==> src/rtl/dnn_stream_pkg.sv <==
// Shared types and default sizes for the host-side stream transmitter.
// Imported by the interface, the FIFO wrapper top and the testbench.
package dnn_stream_pkg;

    typedef enum logic [1:0] {
        IDLE = 2'd0,
        SEND = 2'd1,
        DONE = 2'd2
    } tx_state_t;

    localparam int DNN_TX_DEPTH = 64;
    localparam int DNN_LEN_W    = 12;
    localparam int DNN_DATA_W   = 32;

endpackage

==> src/rtl/dnn_stream_tx_if.sv <==
// Valid/ready beat stream toward the accelerator src port; master drives valid/data/last.
// The sink applies back-pressure through ready only.
interface dnn_stream_tx_if;
    import dnn_stream_pkg::*;

    logic                  valid;
    logic [DNN_DATA_W-1:0] data;
    logic                  last;
    logic                  ready;

    modport master (output valid, output data, output last, input ready);
    modport slave  (input valid, input data, input last, output ready);

endinterface

==> src/rtl/dnn_sync_fifo.sv <==
// Synchronous FIFO, head word readable straight from storage; count/full registered.
// Pushes while full are dropped; pops while empty are ignored; push+pop both happen.
module dnn_sync_fifo #(
    parameter int DEPTH = 64,
    parameter int WIDTH = 32
) (
    input  logic                   clk,
    input  logic                   rst,
    input  logic                   push,
    input  logic [WIDTH-1:0]       wdata,
    input  logic                   pop,
    output logic [WIDTH-1:0]       rdata,
    output logic                   full,
    output logic                   empty,
    output logic [$clog2(DEPTH):0] count
);

    localparam int AW = $clog2(DEPTH);

    logic [WIDTH-1:0] mem [DEPTH];
    logic [AW-1:0]    wr_ptr;
    logic [AW-1:0]    rd_ptr;
    logic [AW:0]      count_nxt;
    logic             do_push;
    logic             do_pop;

    assign empty   = (count == '0);
    assign do_push = push & ~full;
    assign do_pop  = pop & ~empty;
    assign rdata   = mem[rd_ptr];

    always_comb begin
        count_nxt = count;
        case ({do_push, do_pop})
            2'b10:   count_nxt = count + (AW+1)'(1);
            2'b01:   count_nxt = count - (AW+1)'(1);
            default: count_nxt = count;
        endcase
    end

    // Pointers wrap naturally at AW bits; occupancy disambiguates full/empty.
    always_ff @(posedge clk) begin
        if (rst) begin
            wr_ptr <= '0;
            rd_ptr <= '0;
            count  <= '0;
            full   <= 1'b0;
        end else begin
            if (do_push) wr_ptr <= wr_ptr + AW'(1);
            if (do_pop)  rd_ptr <= rd_ptr + AW'(1);
            count <= count_nxt;
            full  <= (count_nxt == (AW+1)'(DEPTH));
        end
    end

    always_ff @(posedge clk) begin
        if (do_push) mem[wr_ptr] <= wdata;
    end

endmodule

==> src/rtl/dnn_stream_tx.sv <==
// Host transmitter: buffers host words, emits len beats from a registered output stage (start->valid 1 cycle).
// Output holds under !ready; DNN_TX_PACK16_EN splits each word into two 16-bit beats.
module dnn_stream_tx
    import dnn_stream_pkg::*;
#(
    parameter int DEPTH = DNN_TX_DEPTH,
    parameter int LEN_W = DNN_LEN_W
) (
    input  logic                   clk,
    input  logic                   rst,
    input  logic                   host_push,
    input  logic [31:0]            host_data,
    output logic                   host_full,
    output logic [$clog2(DEPTH):0] host_count,
    input  logic                   start,
    input  logic [LEN_W-1:0]       len,
    output logic                   busy,
    output logic                   done,
    dnn_stream_tx_if.master        src
);

    localparam logic [1:0] S_IDLE = 2'(IDLE);
    localparam logic [1:0] S_SEND = 2'(SEND);
    localparam logic [1:0] S_DONE = 2'(DONE);

    logic [1:0]       state;
    logic [LEN_W-1:0] remain;
    logic [LEN_W-1:0] issue;
    logic [LEN_W-1:0] issue_cur;
    logic             out_vld;
    logic [31:0]      out_dat;
    logic [31:0]      load_dat;
    logic [31:0]      fifo_rdata;
    logic             fifo_empty;
    logic             fifo_pop;
    logic             start_ok;
    logic             accept;
    logic             can_load;

    dnn_sync_fifo #(.DEPTH(DEPTH), .WIDTH(32)) u_fifo (
        .clk   (clk),
        .rst   (rst),
        .push  (host_push),
        .wdata (host_data),
        .pop   (fifo_pop),
        .rdata (fifo_rdata),
        .full  (host_full),
        .empty (fifo_empty),
        .count (host_count)
    );

    assign start_ok  = (state == S_IDLE) & start & (len != '0);
    assign accept    = out_vld & src.ready;
    // issue counts beats not yet loaded into the output stage; remain counts beats not yet accepted.
    assign issue_cur = start_ok ? len : issue;
    assign can_load  = (start_ok | (state == S_SEND)) & (issue_cur != '0)
                     & ~fifo_empty & (~out_vld | accept);

`ifdef DNN_TX_PACK16_EN
    logic half;

    assign load_dat = half ? {fifo_rdata[15:0], 16'h0000} : {fifo_rdata[31:16], 16'h0000};
    assign fifo_pop = can_load & (half | (issue_cur == LEN_W'(1)));

    always_ff @(posedge clk) begin
        if (rst)           half <= 1'b0;
        else if (can_load) half <= ~fifo_pop;
    end
`else
    assign load_dat = fifo_rdata;
    assign fifo_pop = can_load;
`endif

    always_ff @(posedge clk) begin
        if (rst) begin
            state   <= S_IDLE;
            remain  <= '0;
            issue   <= '0;
            out_vld <= 1'b0;
            out_dat <= '0;
        end else begin
            case (state)
                S_IDLE: begin
                    if (start) begin
                        if (len != '0) begin
                            state  <= S_SEND;
                            remain <= len;
                        end else begin
                            state <= S_DONE;
                        end
                    end
                end
                S_SEND: begin
                    if (accept) begin
                        remain <= remain - LEN_W'(1);
                        if (remain == LEN_W'(1)) state <= S_DONE;
                    end
                end
                S_DONE:  state <= S_IDLE;
                default: state <= S_IDLE;
            endcase

            if (start_ok | can_load) issue <= issue_cur - LEN_W'(can_load);

            if (can_load)    out_vld <= 1'b1;
            else if (accept) out_vld <= 1'b0;

            if (can_load) out_dat <= load_dat;
        end
    end

    assign busy      = (state == S_SEND);
    assign done      = (state == S_DONE);
    assign src.valid = out_vld;
    assign src.data  = out_dat;
    assign src.last  = out_vld & (remain == LEN_W'(1));

endmodule

==> src/flat_wrapper.sv <==
// flat-port wrapper written by rule: the top's interface ports become plain ports
module dnn_stream_tx_flat import dnn_stream_pkg::*;
#(
    parameter int DEPTH = DNN_TX_DEPTH,
    parameter int LEN_W = DNN_LEN_W
)
  (clk, rst, host_push, host_data, host_full, host_count, start, len, busy, done, src_valid, src_data, src_last, src_ready);
  dnn_stream_tx_if src_i ();
  input  logic clk;
  input  logic rst;
  input  logic host_push;
  input  logic [31:0] host_data;
  output logic host_full;
  output logic [$clog2(DEPTH):0] host_count;
  input  logic start;
  input  logic [LEN_W-1:0] len;
  output logic busy;
  output logic done;
  output wire logic [$bits(src_i.valid)-1:0] src_valid;
  output wire logic [$bits(src_i.data)-1:0] src_data;
  output wire logic [$bits(src_i.last)-1:0] src_last;
  input wire logic [$bits(src_i.ready)-1:0] src_ready;
  assign src_valid = src_i.valid;
  assign src_data = src_i.data;
  assign src_last = src_i.last;
  assign src_i.ready = src_ready;
  dnn_stream_tx #(.DEPTH(DEPTH), .LEN_W(LEN_W)) u_core (.clk(clk), .rst(rst), .host_push(host_push), .host_data(host_data), .host_full(host_full), .host_count(host_count), .start(start), .len(len), .busy(busy), .done(done), .src(src_i));
endmodule
==> config.mk <==
export PLATFORM = sky130hd
export DESIGN_NAME = dnn_stream_tx_flat
export DESIGN_NICKNAME = d
export VERILOG_FILES = /design/src/rtl/dnn_stream_pkg.sv /design/src/rtl/dnn_stream_tx_if.sv /design/src/rtl/dnn_sync_fifo.sv /design/src/rtl/dnn_stream_tx.sv /design/src/flat_wrapper.sv
export SDC_FILE = /design/constraint.sdc
export NUM_CORES = 2
export LEC_CHECK = 0
export BUFFER_PORTS_ARGS = -buffer_cell sky130_fd_sc_hd__buf_2
export CAP_MARGIN = 40
export CORE_MARGIN = 2
export CORE_UTILIZATION = 40
export DETAILED_ROUTE_END_ITERATION = 6
export PLACE_DENSITY = 0.66
export REMOVE_ABC_BUFFERS = 1
export SYNTH_ARGS = -nofsm -noshare
export SYNTH_HDL_FRONTEND = slang
export SYNTH_SLANG_ARGS = --single-unit
==> constraint.sdc <==
create_clock -name clk -period 6.3 [get_ports clk]
set_clock_uncertainty 0.1 [all_clocks]
set_input_delay 0.315 -clock clk [delete_from_list [all_inputs] [get_ports clk]]
set_output_delay 0.315 -clock clk [all_outputs]
set_load 0.1 [all_outputs]
==> metrics.csv <==
stage,metric,value,unit
cells_and_area,drive_above_1_share,0.279,
cells_and_area,fin_nets,4106,
clocking,ctsResizeCount,0,
synthesis,synth-seq-area-share,0.779,
synthesis,yosys_warnings,0,
worst_setup_path,end_kind,register,
global_route,grt_max_degree,74,
worst_setup_path,crit_arrival,5.16,ns
synthesis,synth_top_area_share,0.759,
floorplanning,io_pins,93,
clocking,clk_path_buf_depth,3,
drt,drtIter0Drc,5380,
global_route,grt.met3_usage,0.0372,
clocking,cts_sinks,2127,
drt,first_pass_iters,7,
worst_setup_path,critPathLaunchType,register,
place,placed_area,86100,um^2
worst_setup_path,r2r_start,u_core.state[1],
cells_and_area,seq_area,63100,um^2
place,globalplace.congestion,0.825,
clocking,clk_latency,0.83,ns
worst_setup_path,crit_chain,nand2b_1 -> clkinv_1 -> o211ai_1 -> a21o_1 -> inv_1 -> ha_1 -> fa_1 -> a21o_1 -> a21oi_1 -> xnor2_1 -> nor2_1 -> a21oi_1 -> nand2_1 -> nor4bb_1,
clocking,htreeDepth,4,
global_route,gr-max-usage-layer,met2,
timing,fmax,221,MHz
floorplanning,core_area,202000,um^2
global_route,grt_pass1_wl,293000,um
drt,vias_per_cell,5.90,
timing,post-route-period-util,0.719,
timing,slew_viol_final,0,
worst_setup_path,critical_path.slowest_cell,clkinv_1,
global_route,grt_pass1_vias,40600,
global_route,met2_usage,0.321,
drt,vias,40700,
timing,final-setup-viol-count,0,
floorplanning,dieHeight,454,um
synthesis,synth_area_leaders,"edfxtp_1 (76%), mux4_2 (14%), a22oi_1 (2.4%), dfxtp_1 (2.0%), a21oi_1 (0.98%)",
timing,worstMarginPinSlew,1.05,ns
timing,slew_headroom,0.300,
clocking,cts_buffers,204,
synthesis,synthArstFlopShare,0,
global_route,grt-ovfl-total,0,
worst_setup_path,crit_start,u_core.state[1],
synthesis,yosys.area.top_type,edfxtp_1,
clocking,cts-root-buf,clkbuf_16,
global_route,met1_usage,0.275,
power_and_ir_drop,power,0.0338,W
timing,worst_slack,1.77,ns
timing,rsz0062_at_grt,no,
timing,fin_crit,4.53,ns
floorplanning,die_w,454,um
power_and_ir_drop,power_leakage,28.3,nW
power_and_ir_drop,p_per_area,364,nW/um^2
drt,wl,206000,um
worst_setup_path,worst-path-max-fanout,19,
drt,ant_nets,0,
worst_setup_path,r2r_cells,14,
clocking,cts_tree,yes,
cells_and_area,fin_area,93000,um^2
worst_hold_path,whs_path_depth,2,
floorplanning,rows,165,
worst_hold_path,hp-start,host_data[16],
drt,route.detailed.drc,0,
floorplanning,start_util,0.402,
place,io_buffers,92,
worst_hold_path,min_path_type,input port to register,
global_route,grt_usage,0.198,
floorplanning,dieArea,206000,um^2
worst_setup_path,critical_path.max_stage_delay,0.61,ns
synthesis,synthDistinctLibCells,66,
global_route,antenna_found_initial,7,
cells_and_area,n_fill_cell,16300,
clocking,clk_pin_slew,0.06,ns
synthesis,netlist_area,81000,um^2
timing,worst_hold_slack,0.0612,ns
synthesis,synth_edf_count,2048,
cells_and_area,multiInputGateArea,17500,um^2
job,cap_violations,0,
place,dpl.hpwl,110000,um
worst_setup_path,required,6.93,ns
worst_setup_path,path_class,register to register,
timing,tns,0,ns
cells_and_area,area_delta_synth_final,14.9,%
synthesis,synthCells,3757,
place,post-place-ws,1.88,ns
drt,wire_per_inst,29.9,um
synthesis,ys_seq_elements,2127,
outcome,status,completed,
synthesis,synth_ff_type,edfxtp_1,
synthesis,syn-mean-instance-area,21.6,um^2
timing,hold_viol,0,
power_and_ir_drop,vdd_ir_drop_max,0.000285,V
area by class of cell:
class / instances / share of cell area
well taps: 2672 / 0.0359
multi-input cells: 1396 / 0.188
diodes: 2 / 0.0000538
flip-flops and latches: 2127 / 0.678
clock buffers: 271 / 0.0602
repair buffers: 302 / 0.0259
inverters: 13 / 0.000524
clock inverters: 113 / 0.0114
metal layers:
layer / up-vias / share of wire
met2: 2000 / 0.49
li1: 16600 / -
met4: 6 / 0.026
met3: 292 / 0.090
met1: 21800 / 0.40
met5: - / 0.00015
path summary, 6_finish.rpt:
| check | to | slack [ns] |
|---|---|---|
| min | u_core.u_fifo.mem[1][16] | 0.06 |
| min reg2reg | u_core.src.data[29] | 0.37 |
| max reg2reg | u_core.u_fifo.full | 1.77 |
| max | u_core.u_fifo.full | 1.77 |
state kept, by name, indices dropped and copies added, names as in the netlist:
signal,flops
u_core.u_fifo.mem,2048
u_core.state,2
u_core.u_fifo.rd_ptr,6
u_core.u_fifo.count,7
u_core.src.data,32
u_core.src.valid,1
u_core.remain,12
u_core.u_fifo.full,1
u_core.u_fifo.wr_ptr,6
u_core.issue,12
timing repair:
item                                   4_1_cts  5_1_grt
setup buffers                                0        0
hold buffers                                24        0
endpoints found under the hold margin      128        0
cell usage after synthesis (all sizes together), types with 5 or more instances:
cell type	n
a22oi	262
nor2b	6
and2	6
nor3	18
a21oi	158
edfxtp	2048
xnor2	10
or3	10
nand3	19
nand2	75
a21o	7
mux2i	6
dfxtp	79
buf	75
nor4	39
mux4	512
nor2	113
o21ai	25
o22ai	33
clkbuf	146
ha	12
inv	12
a211oi	7
xor2	5
nand2b	6
layout by cell type, fill, tap and decap left out, drive strengths merged, types with 7 or more instances in the layout:
master | synthesis | routed
a21oi | 158 | 158
bufinv | 0 | 16
or3 | 10 | 10
nand3 | 19 | 19
nor4 | 39 | 39
ha | 12 | 12
clkinv | 1 | 87
nand2 | 75 | 75
o21ai | 25 | 25
nor2 | 113 | 113
a211oi | 7 | 7
buf | 75 | 278
o22ai | 33 | 33
dfxtp | 79 | 79
mux4 | 512 | 512
clkbuf | 146 | 271
nor3 | 18 | 18
a22oi | 262 | 262
inv | 12 | 17
edfxtp | 2048 | 2048
a21o | 7 | 7
dlygate4sd3 | 0 | 24
xnor2 | 10 | 10
metrics by stage:
| stage | std cells | utilization |
|---|---|---|
| 3_5_place_dp | 6484 | 0.427 |
| 2_1_floorplan | 3536 | - |
| 4_1_cts | 6892 | 0.461 |
| 5_1_grt | 6894 | 0.461 |
| 6_report | 6896 | 0.461 |
| 3_3_place_gp | 6450 | 0.425 |
kinds of logic after synthesis:
group           Yosys count  share of synthesized area
compound gates          526                     0.0431
xor+xnor                 15                    0.00162
fa+ha+maj                13                    0.00210
buf+inv                 234                     0.0118
flops                  2127                      0.779
mux                     519                      0.143
simple gates            323                     0.0195
power by group:
| part | leakage, nW | switching (W) | internal [W] |
|---|---|---|---|
| clock | 3.26 | 0.00518 | 0.00691 |
| sequential | 19.1 | 0.000225 | 0.0158 |
| combinational | 6.01 | 0.00356 | 0.00220 |
| total | 28.3 | 0.00897 | 0.0249 |
worst max-delay path, delay by kind of cell, from the launching register on:
kind	cells	cell delay, ns
xor+xnor	1	0.15
simple gates	4	0.90
flops	1	0.41
compound gates	5	1.38
fa+ha+maj	2	0.79
buf+inv	2	0.70
Note: power is estimated with default switching activity, not from simulation.
